## src/rtl/updown_counter_param.sv

```systemverilog
// updown_counter_param: parametrised up/down counter with modulus, load, enable, tc and wrap flags.
// Define UDC_SATURATE_EN to add the sat input (hold at the bound instead of wrapping).
module updown_counter_param #(
    parameter int               WIDTH   = 8,
    parameter logic [WIDTH-1:0] MAX_VAL = {WIDTH{1'b1}}
) (
    input  logic             clk,
    input  logic             rst,
    input  logic             en,
    input  logic             mode,
    input  logic             load,
    input  logic [WIDTH-1:0] load_val,
`ifdef UDC_SATURATE_EN
    input  logic             sat,
`endif
    output logic [WIDTH-1:0] count,
    output logic             tc,
    output logic             wrap
);
    logic             sat_on;
    logic [WIDTH-1:0] count_nxt;
    logic             wrap_nxt;
`ifdef UDC_SATURATE_EN
    assign sat_on = sat;
`else
    assign sat_on = 1'b0;
`endif
    // tc doubles as "next enabled step crosses the bound" in the current direction
    assign tc = mode ? (count == '0) : (count == MAX_VAL);
    always_comb begin
        count_nxt = count;
        wrap_nxt  = 1'b0;
        if (load)
            count_nxt = (load_val > MAX_VAL) ? MAX_VAL : load_val;
        else if (en && tc) begin
            count_nxt = sat_on ? count : (mode ? MAX_VAL : '0);
            wrap_nxt  = !sat_on;
        end else if (en)
            count_nxt = mode ? count - 1'b1 : count + 1'b1;
    end
    always_ff @(posedge clk) begin
        if (!rst) begin
            count <= '0;
            wrap  <= 1'b0;
        end else begin
            count <= count_nxt;
            wrap  <= wrap_nxt;
        end
    end
endmodule

```

## config.mk

```make
export PLATFORM = sky130hd
export DESIGN_NAME = updown_counter_param
export DESIGN_NICKNAME = d
export VERILOG_FILES = /design/src/rtl/updown_counter_param.sv
export SDC_FILE = /design/constraint.sdc
export NUM_CORES = 1
export LEC_CHECK = 0
export ABC_AREA = 1
export CORE_UTILIZATION = 40
export CTS_CLUSTER_SIZE = 24
export DETAILED_ROUTE_END_ITERATION = 8
export PLACE_DENSITY_LB_ADDON = 0.25
export SYNTH_ARGS = -nofsm -noshare
export SYNTH_HDL_FRONTEND = slang
export SYNTH_SLANG_ARGS = --single-unit
```

## constraint.sdc

```tcl
create_clock -name clk -period 2.39 [get_ports clk]
set_input_delay 0.239 -clock clk [delete_from_list [all_inputs] [get_ports clk]]
set_output_delay 0.239 -clock clk [all_outputs]
set_load 0.02 [all_outputs]
```

# After elaboration in Yosys (flattened, before gate mapping)
# Index checks and enable logic that the tools add are counted.
# totals
reg_bits	9
inputBits	13
out_inout_bits	10
wordCells	19
# op_classes
n_addsub	2
order_cmp	1
n_eq_ne	1
muxes	8
bitwise	1
n_reduce_logical	4
# op_table
operator	count
$mux 8	6
$add 8x1->8 const B	1
$eq 8x8->1 const B	1
$gt 8x8->1 const B	1
$logic_not 8->1	1
$sub 8x1->8 const B	1
$reduce_bool 3->1	1
$mux 1	2
$reduce_or 2->1	1
$logic_and 1x1->1	1
$not 1->1	1

# Longest topological paths before layout
# Gate-level depths: netlist (run 1).
# depth
word_depth	5
mapped_depth	12

# Worst setup path after synthesis (run 1)
# No wires, ideal clock.
# synth_timing
kind	reg2reg
start	register count[0]
end	register count[6]
setup_time_ps	118
t_arrival_ps	1545
setup_slack_ps	727
path_stages_with_launch	13
path_buffers	0
period_less_slack_ps	1663
cell_sequence	dfxtp_1 > inv_1 > fa_1 > inv_1 > nand2_1 > nand2_1 > nand3b_1 > nand2_1 > nand2_1 > nand3_2 > nand2_1 > nand2_1 > a21oi_1
# synth_via
elab_chain_len	5
# synth_lines
element	line	text
start: declaration	16	output logic [WIDTH-1:0] count,
start signal: assignment	46	count <= count_nxt;
$add 8x1->8, or another cell as far along	39	count_nxt = mode ? count - 1'b1 : count + 1'b1;
$mux 8 / $mux 1 (equally long branches)	39, 29	
$mux 8 / $logic_and 1x1->1 (equally long branches)	38, 35	
$mux 8	35	else if (en && tc) begin
$mux 8	33	if (load)
# Parallel ways exist; a longest one is shown, timed or not. The select of a mux whose other input is x is not followed.
# A chain may end at the register's enable or synchronous reset.

# Final worst setup path (run 1)
# layout_timing
start	input port mode
end	output port tc
# layout_via
elab_chain_len	1
# layout_lines
element	line	text
start: declaration	10	input logic mode,
$mux 1	29	assign tc = mode ? (count == '0) : (count == MAX_VAL);
end: declaration	17	output logic tc,
# Every way passes these cells.

==> results.ini, run 1 <==
[run_status]
outcome=finished clean

[die]
die-area_sq_mm=0.00232
rows=16
start_util=0.430
io_pins=23
die_y_microns=48.2
core-area_sq_mm=0.00198
dieWidth_microns=48.2

[pwr]
powerDensity_mw_per_mm2=509
fin_total_pwr_uw=580
p_leak_uw=0.000539
peakVddDrop_mv=0.276

[critical_path]
crit_fanout=5
critPathKind=input pin to primary output
cp-start-kind=input pin
cpMostUsedCell=clkdlybuf4s50_1
worstPathRequired_ns=2.15
cp_slowest_cell=clkdlybuf4s50_1
critPathArrivalTime_ns=1.81
cpPeakStageDelay_ns=0.61
critical-path-top-delay-family=buffers and inverters
end_kind=primary output
path_buf_inv=2
worstPathCellList=clkdlybuf4s50_1 -> nand2_1 -> nor2_1 -> nand2_2 -> nand2_4 -> clkdlybuf4s50_1

[yosys]
synth_top_family_by_area=simple AND/OR/NAND/NOR gates
ys_seq_area_frac=0.211
syn_area_sq_um=852
yosys.area_share.adder=0.112
ys_warn_count=0
synth_seq_cells=9
synth.net_count=153
synthSimpleGateAreaFrac=0.468
syn_inst=133
synth_compound_gate_area_share=0.122
netlist.area_leader.share=0.211
synth_mux_area_frac=0
avgSynthCellArea_sq_um=6.41
synth.distinct_cells=24
yosysTopAreaCell=dfxtp_1
synth_xor_area_frac=0.0206
synthTopCellsByArea=dfxtp_1 21%, nand2_1 19%, ha_1 8.8%

[clock_tree]
cts_resized=0
cts_tree=done
hold_buffers=0
cts_setup_buffers=0
max-clock-path-buffers=2
cts_max_level=1
clk_pin_slew_ns=0.07
worstSkewPairLatency_ns=0.27
cts.sinks=9
cts-buffers-inserted=3
root_buffer=clkbuf_4

[detailed_routing]
routed_wl_microns=2130
vias=943
drt_iter0_drc=15
drtPass1Iterations=4
route.detailed.drc=0
routedWlPerCell_microns=11.4
ant_nets=0
vias_per_cell=5.04

[finish]
stdcell_area_sq_mm=0.00114
area_delta_synth_final_pct=33.8
diodes=0
final_nets=181
drive_above_1_share=0.119

[sta]
rsz0062_at_grt=no
slew_viol_final=0
finalSetupViolations=0
relSlewSlack=0.751
worstMarginPinSlew_ns=0.373
hold_viol_final=0
fin_skew_ns=0.00394
tns_ns=0
period_share=0.858
max_freq_mhz=488
fin_crit_ns=2.05

[global_routing]
grtUsageTotal=0.207
grt_pass1_vias=757
antenna_found_initial=0
grt_max_degree=11
gr-total-overflow=0
grt_pass1_wl_microns=3330

[placement]
place.gp.congestion=0.860
port_buffers=22
hpwl_microns=1690
dpl_cell_area_sq_mm=0.00111

[hold_path]
hold_path.class=input pin to flip-flop

[run]
maxCapViolCount=0

## report_power, final
| part | internal (uW) | switching (uW) | total (uW) | leakage [uW] |
|---|---|---|---|---|
| combinational | 123 | 144 | 266 | 0.000449 |
| clock | 64.7 | 60.3 | 125 | 0.0000150 |
| sequential | 165 | 23.9 | 189 | 0.0000747 |
| total | 352 | 228 | 580 | 0.000539 |
## cells by family after synthesis
group           after synthesis
fa+ha+maj                     7
flops                         9
simple gates                 84
compound gates               16
buf+inv                      15
xor+xnor                      2
## cells in the mapped netlist (all sizes together)
master / instances
nor3: 2
fa: 1
o21ai: 3
nand3b: 4
a31oi: 1
xnor2: 2
nand2: 48
or2: 3
a21oi: 9
o221ai: 3
dfxtp: 9
nand3: 8
nor2: 19
inv: 15
ha: 6
## cell usage in the layout (no fill, tap or decap), types with 3 or more instances in the layout
cell type,instances
inv_1,13
nand3_2,3
clkdlybuf4s50_1,22
a21oi_1,7
nand3b_1,4
nand2_2,3
clkbuf_4,3
nor2_1,18
nand2_1,43
ha_1,6
o221ai_1,3
nand3_1,5
dfxtp_1,9
## cell type report
class / instances / area, sq um
sequential: 9 / 180
fill: 190 / 842
timing repair buffer: 23 / 228
inverter: 15 / 56.3
multi-input combinational: 109 / 616
clock buffer: 4 / 26.3
tap: 27 / 33.8
## worst register-to-register path, cell delays in order (launching register included)
cell and delay, ns:
dfxtp_1 0.42, inv_1 0.11, fa_1 0.40, inv_1 0.07, nand2_1 0.07, nand2_1 0.08
nand3b_1 0.09, nand3b_1 0.11, nand3_2 0.08, nand2_1 0.07, nand2_1 0.05, a21oi_1 0.11
## routing by layer
metal  GRT usage  vias up  share of wire
met1       0.275      429           0.49
met3      0.0667        3          0.040
met4      0.0333        0         0.0038
met5           0        -              0
met2       0.331       22           0.47
li1            -      489              -
## flip-flops by register name, summed over array words and instances (netlist names)
register,count
count,8
wrap,1
## final timing paths
path / start / endpoint / slack, ns / cells after the start
setup / recovery: mode / tc / 0.34 / 6
hold / removal: load_val[0] / count[0] / 0.54 / 3
setup reg to reg: count[0] / count[6] / 0.67 / 11
hold reg to reg: count[6] / count[6] / 0.55 / 2
## stage by stage
step | cells | worst slack (ns) | hold WS (ns) | util
after detailed placement | 183 | 0.227 | 0.542 | 0.562
after global placement | 183 | 0.250 | 0.532 | 0.562
after CTS | 187 | 0.334 | 0.542 | 0.575
after floorplan | 133 | 0.727 | 0.318 | -
after global routing | 187 | 0.253 | 0.584 | 0.575
final | 187 | 0.340 | 0.538 | 0.575
(Power assumes the default switching activity.)
==> run 2, diff against run 1 <==
PLACE_DENSITY = 0.68   (was unset)
PLACE_DENSITY_LB_ADDON = unset   (was 0.25)
==> run 2 against run 1 <==
Non-clock buffer count is the same. Final cell count unchanged. Total power is 1.1% lower. Worst setup slack improved by 0.0012 ns. Combinational power about the same. First-iteration DRC count increased by 27%. Register-to-register slack better by 0.04 ns. Count of clock-buffer cells in the layout did not move. Highest routed layer unchanged.
==> results.ini, run 2 (synthesis results as in run 1) <==
[die]
core-area_sq_mm=0.00198  ; unchanged
die_y_microns=48.2  ; unchanged
rows=16  ; unchanged
dieWidth_microns=48.2  ; unchanged
io_pins=23  ; unchanged
die-area_sq_mm=0.00232  ; unchanged
start_util=0.430  ; unchanged

[placement]
port_buffers=22  ; unchanged
dp.cells=183  ; unchanged
place.gp.congestion=0.921  ; was 0.860
hpwl_microns=1730  ; was 1690 microns
place_ws_ns=0.239  ; was 0.227 ns

[sta]
hold_viol_final=0  ; unchanged
worstMarginPinSlew_ns=0.352  ; was 0.373 ns
finalSetupViolations=0  ; unchanged
relSlewSlack=0.765  ; was 0.751
tns_ns=0  ; unchanged
slew_viol_final=0  ; unchanged
fin_crit_ns=2.05  ; about the same
rsz0062_at_grt=no  ; unchanged
fin_skew_ns=0.000743  ; was 0.00394 ns
fin_hold_ws_ns=0.550  ; was 0.538 ns
period_share=0.857  ; was 0.858
max_freq_mhz=488  ; about the same
setup_ws_ns=0.341  ; was 0.340 ns

[run]
maxCapViolCount=0  ; unchanged

[clock_tree]
hold_buffers=0  ; unchanged
cts_setup_buffers=0  ; unchanged
cts_tree=done  ; unchanged
root_buffer=clkbuf_4  ; unchanged
clk_pin_slew_ns=0.07  ; about the same
cts_resized=0  ; unchanged
max-clock-path-buffers=2  ; unchanged
cts.sinks=9  ; unchanged
worstSkewPairLatency_ns=0.25  ; was 0.27 ns
cts_max_level=1  ; unchanged
cts-buffers-inserted=3  ; unchanged

[global_routing]
grt_pass1_wl_microns=3440  ; was 3330 microns
grt_max_degree=11  ; unchanged
gr-total-overflow=0  ; unchanged
grtUsageTotal=0.215  ; was 0.207
grt_pass1_vias=826  ; was 757
antenna_found_initial=0  ; unchanged

[finish]
fill_cells=187  ; was 190
drive_above_1_share=0.119  ; unchanged
area_delta_synth_final_pct=33.8  ; unchanged
fin_cells=187  ; unchanged
layout_commonest_cell=nand2_1  ; unchanged
final_cell_mix=43 x nand2_1, 22 x clkdlybuf4s50_1, 18 x nor2_1  ; unchanged
multiInputGateArea_sq_um=616  ; unchanged
largest-register=count  ; unchanged
reg_top3=count: 8 flops, wrap: 1 flops  ; unchanged
diodes=0  ; unchanged
largest_reg_flops=8  ; unchanged
seq_area_sq_um=180  ; unchanged
final_nets=181  ; unchanged

[critical_path]
worstPathRequired_ns=2.15  ; about the same
cp_slowest_cell=clkdlybuf4s50_1  ; unchanged
cpPeakStageDelay_ns=0.60  ; was 0.61 ns
end_kind=primary output  ; unchanged
cp-start-kind=input pin  ; unchanged
cpMostUsedCell=clkdlybuf4s50_1  ; unchanged
critPathKind=input pin to primary output  ; unchanged
crit_fanout=4  ; was 5
critPathArrivalTime_ns=1.81  ; about the same
worstPathCellList=clkdlybuf4s50_1 -> nand2_1 -> nor2_1 -> nand2_2 -> nand2_4 -> clkdlybuf4s50_1  ; unchanged

[detailed_routing]
routedWlPerCell_microns=11.6  ; was 11.4 microns
routed_wl_microns=2180  ; was 2130 microns
route.detailed.drc=0  ; unchanged
drt_iter0_drc=19  ; was 15
vias_per_cell=4.93  ; was 5.04
vias=922  ; was 943
drtPass1Iterations=5  ; was 4
ant_nets=0  ; unchanged

[pwr]
fin_total_pwr_uw=573  ; was 580 uW
combPwrFrac=0.464  ; was 0.459
powerDensity_mw_per_mm2=503  ; was 509 mW/mm^2
p_int_uw=352  ; about the same
p_sw_uw=221  ; was 228 uW
peakVddDrop_mv=0.251  ; was 0.276 mV
p_seq_frac=0.328  ; was 0.325
clkPwrFrac=0.208  ; was 0.216
p_leak_uw=0.000539  ; unchanged
swShare=0.386  ; was 0.393

[hold_path]
hold_path.class=flip-flop to flip-flop  ; was input pin to flip-flop

[run_status]
outcome=finished clean  ; unchanged

==> run 2: cell counts in the layout (fill, tap and decap cells not counted) <==
Identical to the previous run, type by type.
==> run 2: metal layers <==
layer	wire length, microns	vias to the layer above	track usage
met5	0	-	0
met4	35	0	0.0944
met3	62	4	0.0370
met2	1000	17	0.355
met1	1080	416	0.274
li1	-	485	-
==> run 2: power by group through the flow <==
| stage | Clock, uW | Sequential, uW | Combinational [uW] |
|---|---|---|---|
| 2_1_floorplan | 0 | 203 | 162 |
| 3_3_place_gp | 0 | 191 | 261 |
| 3_5_place_dp | 0 | 191 | 264 |
| 4_1_cts | 122 | 188 | 267 |
| 5_1_grt | 131 | 192 | 295 |
| 6_report | 119 | 188 | 266 |
==> run 2: cell type report <==
type                    instances  area share
clock buffers                   4      0.0231
inverters                      15      0.0494
repair buffers                 23       0.200
flip-flops and latches          9       0.158
multi-input cells             109       0.540
well taps                      27      0.0296
==> run 2: worst max-delay path, delay by kind of cell <==
kind / cells / cell delay (ns)
buffers and inverters: 2 / 1.14
AND/OR/NAND/NOR: 4 / 0.42
==> run 2: stage by stage <==
step | instance area (sq um) | utilization
5_1_grt | 1140 | 0.575
3_3_place_gp | 1110 | 0.562
3_5_place_dp | 1110 | 0.562
6_report | 1140 | 0.575
2_1_floorplan | 852 | -
4_1_cts | 1140 | 0.575
==> run 2: path summary, 6_finish.rpt <==
| path | start | end | slack, ns | cells past startpoint |
|---|---|---|---|---|
| max | mode | tc | 0.34 | 6 |
| min | count[5] | count[5] | 0.55 | 2 |
| max reg2reg | count[0] | count[6] | 0.71 | 12 |
| min reg2reg | count[5] | count[5] | 0.55 | 2 |
==> run 3, diff against run 2 <==
CORE_UTILIZATION = 51   (was 40)
CTS_CLUSTER_DIAMETER = 200   (was unset)
PLACE_DENSITY = 0.84   (was 0.68)
==> run 3 against run 2 <==
Sequential power barely moved. Die area fell by 21%. Sequential cell count did not move. Total power fell by 0.55%. Non-clock buffer count did not move. Clock skew rose by 0.0049 ns. Register-to-register slack got worse by 0.07 ns. Worst setup slack got worse by 0.069 ns.
==> results.ini, run 3 (synthesis results as in run 1) <==
[run_status]
outcome=finished clean  ; unchanged

[sta]
fin_crit_ns=2.12  ; was 2.05 ns
max_freq_mhz=472  ; was 488 MHz
slew_viol_final=0  ; unchanged
fin_skew_ns=0.00564  ; was 0.000743 ns
rsz0062_at_grt=no  ; unchanged
worstMarginPinSlew_ns=0.344  ; was 0.352 ns
relSlewSlack=0.770  ; was 0.765
finalSetupViolations=0  ; unchanged
tns_ns=0  ; unchanged
hold_viol_final=0  ; unchanged
period_share=0.886  ; was 0.857

[clock_tree]
cts_max_level=1  ; unchanged
cts_tree=done  ; unchanged
cts.sinks=9  ; unchanged
cts-buffers-inserted=3  ; unchanged
clk_pin_slew_ns=0.06  ; was 0.07 ns
hold_buffers=0  ; unchanged
root_buffer=clkbuf_4  ; unchanged
cts_resized=0  ; unchanged
cts_setup_buffers=0  ; unchanged
worstSkewPairLatency_ns=0.26  ; was 0.25 ns
max-clock-path-buffers=2  ; unchanged

[detailed_routing]
drtPass1Iterations=4  ; was 5
ant_nets=0  ; unchanged
drt_iter0_drc=16  ; was 19
routedWlPerCell_microns=11.6  ; about the same
route.detailed.drc=0  ; unchanged
vias_per_cell=5.32  ; was 4.93
routed_wl_microns=2040  ; was 2180 microns
vias=936  ; was 922

[die]
dieWidth_microns=42.9  ; was 48.2 microns
rows=14  ; was 16
io_pins=23  ; unchanged
die-area_sq_mm=0.00184  ; was 0.00232 sq mm
start_util=0.553  ; was 0.430
core-area_sq_mm=0.00154  ; was 0.00198 sq mm
die_y_microns=42.9  ; was 48.2 microns

[finish]
drive_above_1_share=0.119  ; unchanged
fill_cells=135  ; was 187
largest_reg_flops=8  ; unchanged
final_nets=181  ; unchanged
area_delta_synth_final_pct=32.2  ; was 33.8%
final_cell_mix=43 x nand2_1, 22 x clkdlybuf4s50_1, 18 x nor2_1  ; unchanged
largest-register=count  ; unchanged
layout_commonest_cell=nand2_1  ; unchanged
diodes=0  ; unchanged
reg_top3=count: 8 flops, wrap: 1 flops  ; unchanged
final_util=0.731  ; was 0.575

[global_routing]
grt_pass1_wl_microns=3730  ; was 3440 microns
grtUsageTotal=0.262  ; was 0.215
grt_max_degree=11  ; unchanged
grt_pass1_vias=876  ; was 826
gr-total-overflow=0  ; unchanged
antenna_found_initial=0  ; unchanged

[hold_path]
hold_path.class=input pin to flip-flop  ; was flip-flop to flip-flop
holdPathStages=3  ; was 2

[pwr]
p_leak_uw=0.000539  ; unchanged
powerDensity_mw_per_mm2=506  ; was 503 mW/mm^2
fin_total_pwr_uw=570  ; was 573 uW
peakVddDrop_mv=0.374  ; was 0.251 mV

[critical_path]
critPathArrivalTime_ns=1.88  ; was 1.81 ns
worstPathRequired_ns=2.15  ; about the same
cp-start-kind=input pin  ; unchanged
end_kind=primary output  ; unchanged
worstRegToRegCells=11  ; was 12
crit_fanout=6  ; was 4
reg2reg_slack_ns=0.64  ; was 0.71 ns
critPathKind=input pin to primary output  ; unchanged

[placement]
place.gp.congestion=0.845  ; was 0.921
hpwl_microns=1650  ; was 1730 microns
port_buffers=22  ; unchanged

[run]
maxCapViolCount=0  ; unchanged

-- run 3: power breakdown --
part	internal, uW	switching, uW	leakage, uW	total [uW]
clock network	64.3	53.2	0.0000150	118
logic	123	141	0.000449	264
registers	165	23.8	0.0000747	189
total	352	218	0.000539	570
-- run 3: worst max-delay path: stages --
cell             delay (ns)
clkdlybuf4s50_1        0.60
nand2_1                0.11
nor2_1                 0.13
nand2_2                0.09
nand2_4                0.10
clkdlybuf4s50_1        0.61
-- run 3: metal layers --
layer | GRT usage | vias up | routed length [microns] | share of wire
li1 | - | 485 | - | -
met1 | 0.342 | 430 | 965 | 0.47
met2 | 0.448 | 17 | 990 | 0.49
met3 | 0.0298 | 4 | 62 | 0.030
met4 | 0.0750 | 0 | 21 | 0.010
met5 | 0 | - | 0 | 0
-- run 3: final cells by class --
type / count / area (sq um) / area share
Tap cell: 16 / 20.0 / 0.0178
Multi-Input combinational cell: 109 / 616 / 0.547
Timing Repair Buffer: 23 / 228 / 0.202
Clock buffer: 4 / 26.3 / 0.0233
Inverter: 15 / 56.3 / 0.0500
Sequential cell: 9 / 180 / 0.160
-- run 3: worst paths after layout --
kind / from / endpoint
min reg2reg: count[7] / count[7]
min: load_val[0] / count[0]
max reg2reg: count[0] / count[6]
max: mode / tc
-- run 3: per-stage QoR --
stage	setup WS [ns]	hold slack (ns)	instance area (sq um)	std cells
after floorplan	0.727	0.318	852	133
after global placement	0.173	0.534	1100	172
after detailed placement	0.155	0.536	1100	172
after CTS	0.257	0.557	1130	176
after global routing	0.201	0.589	1130	176
final	0.272	0.551	1130	176
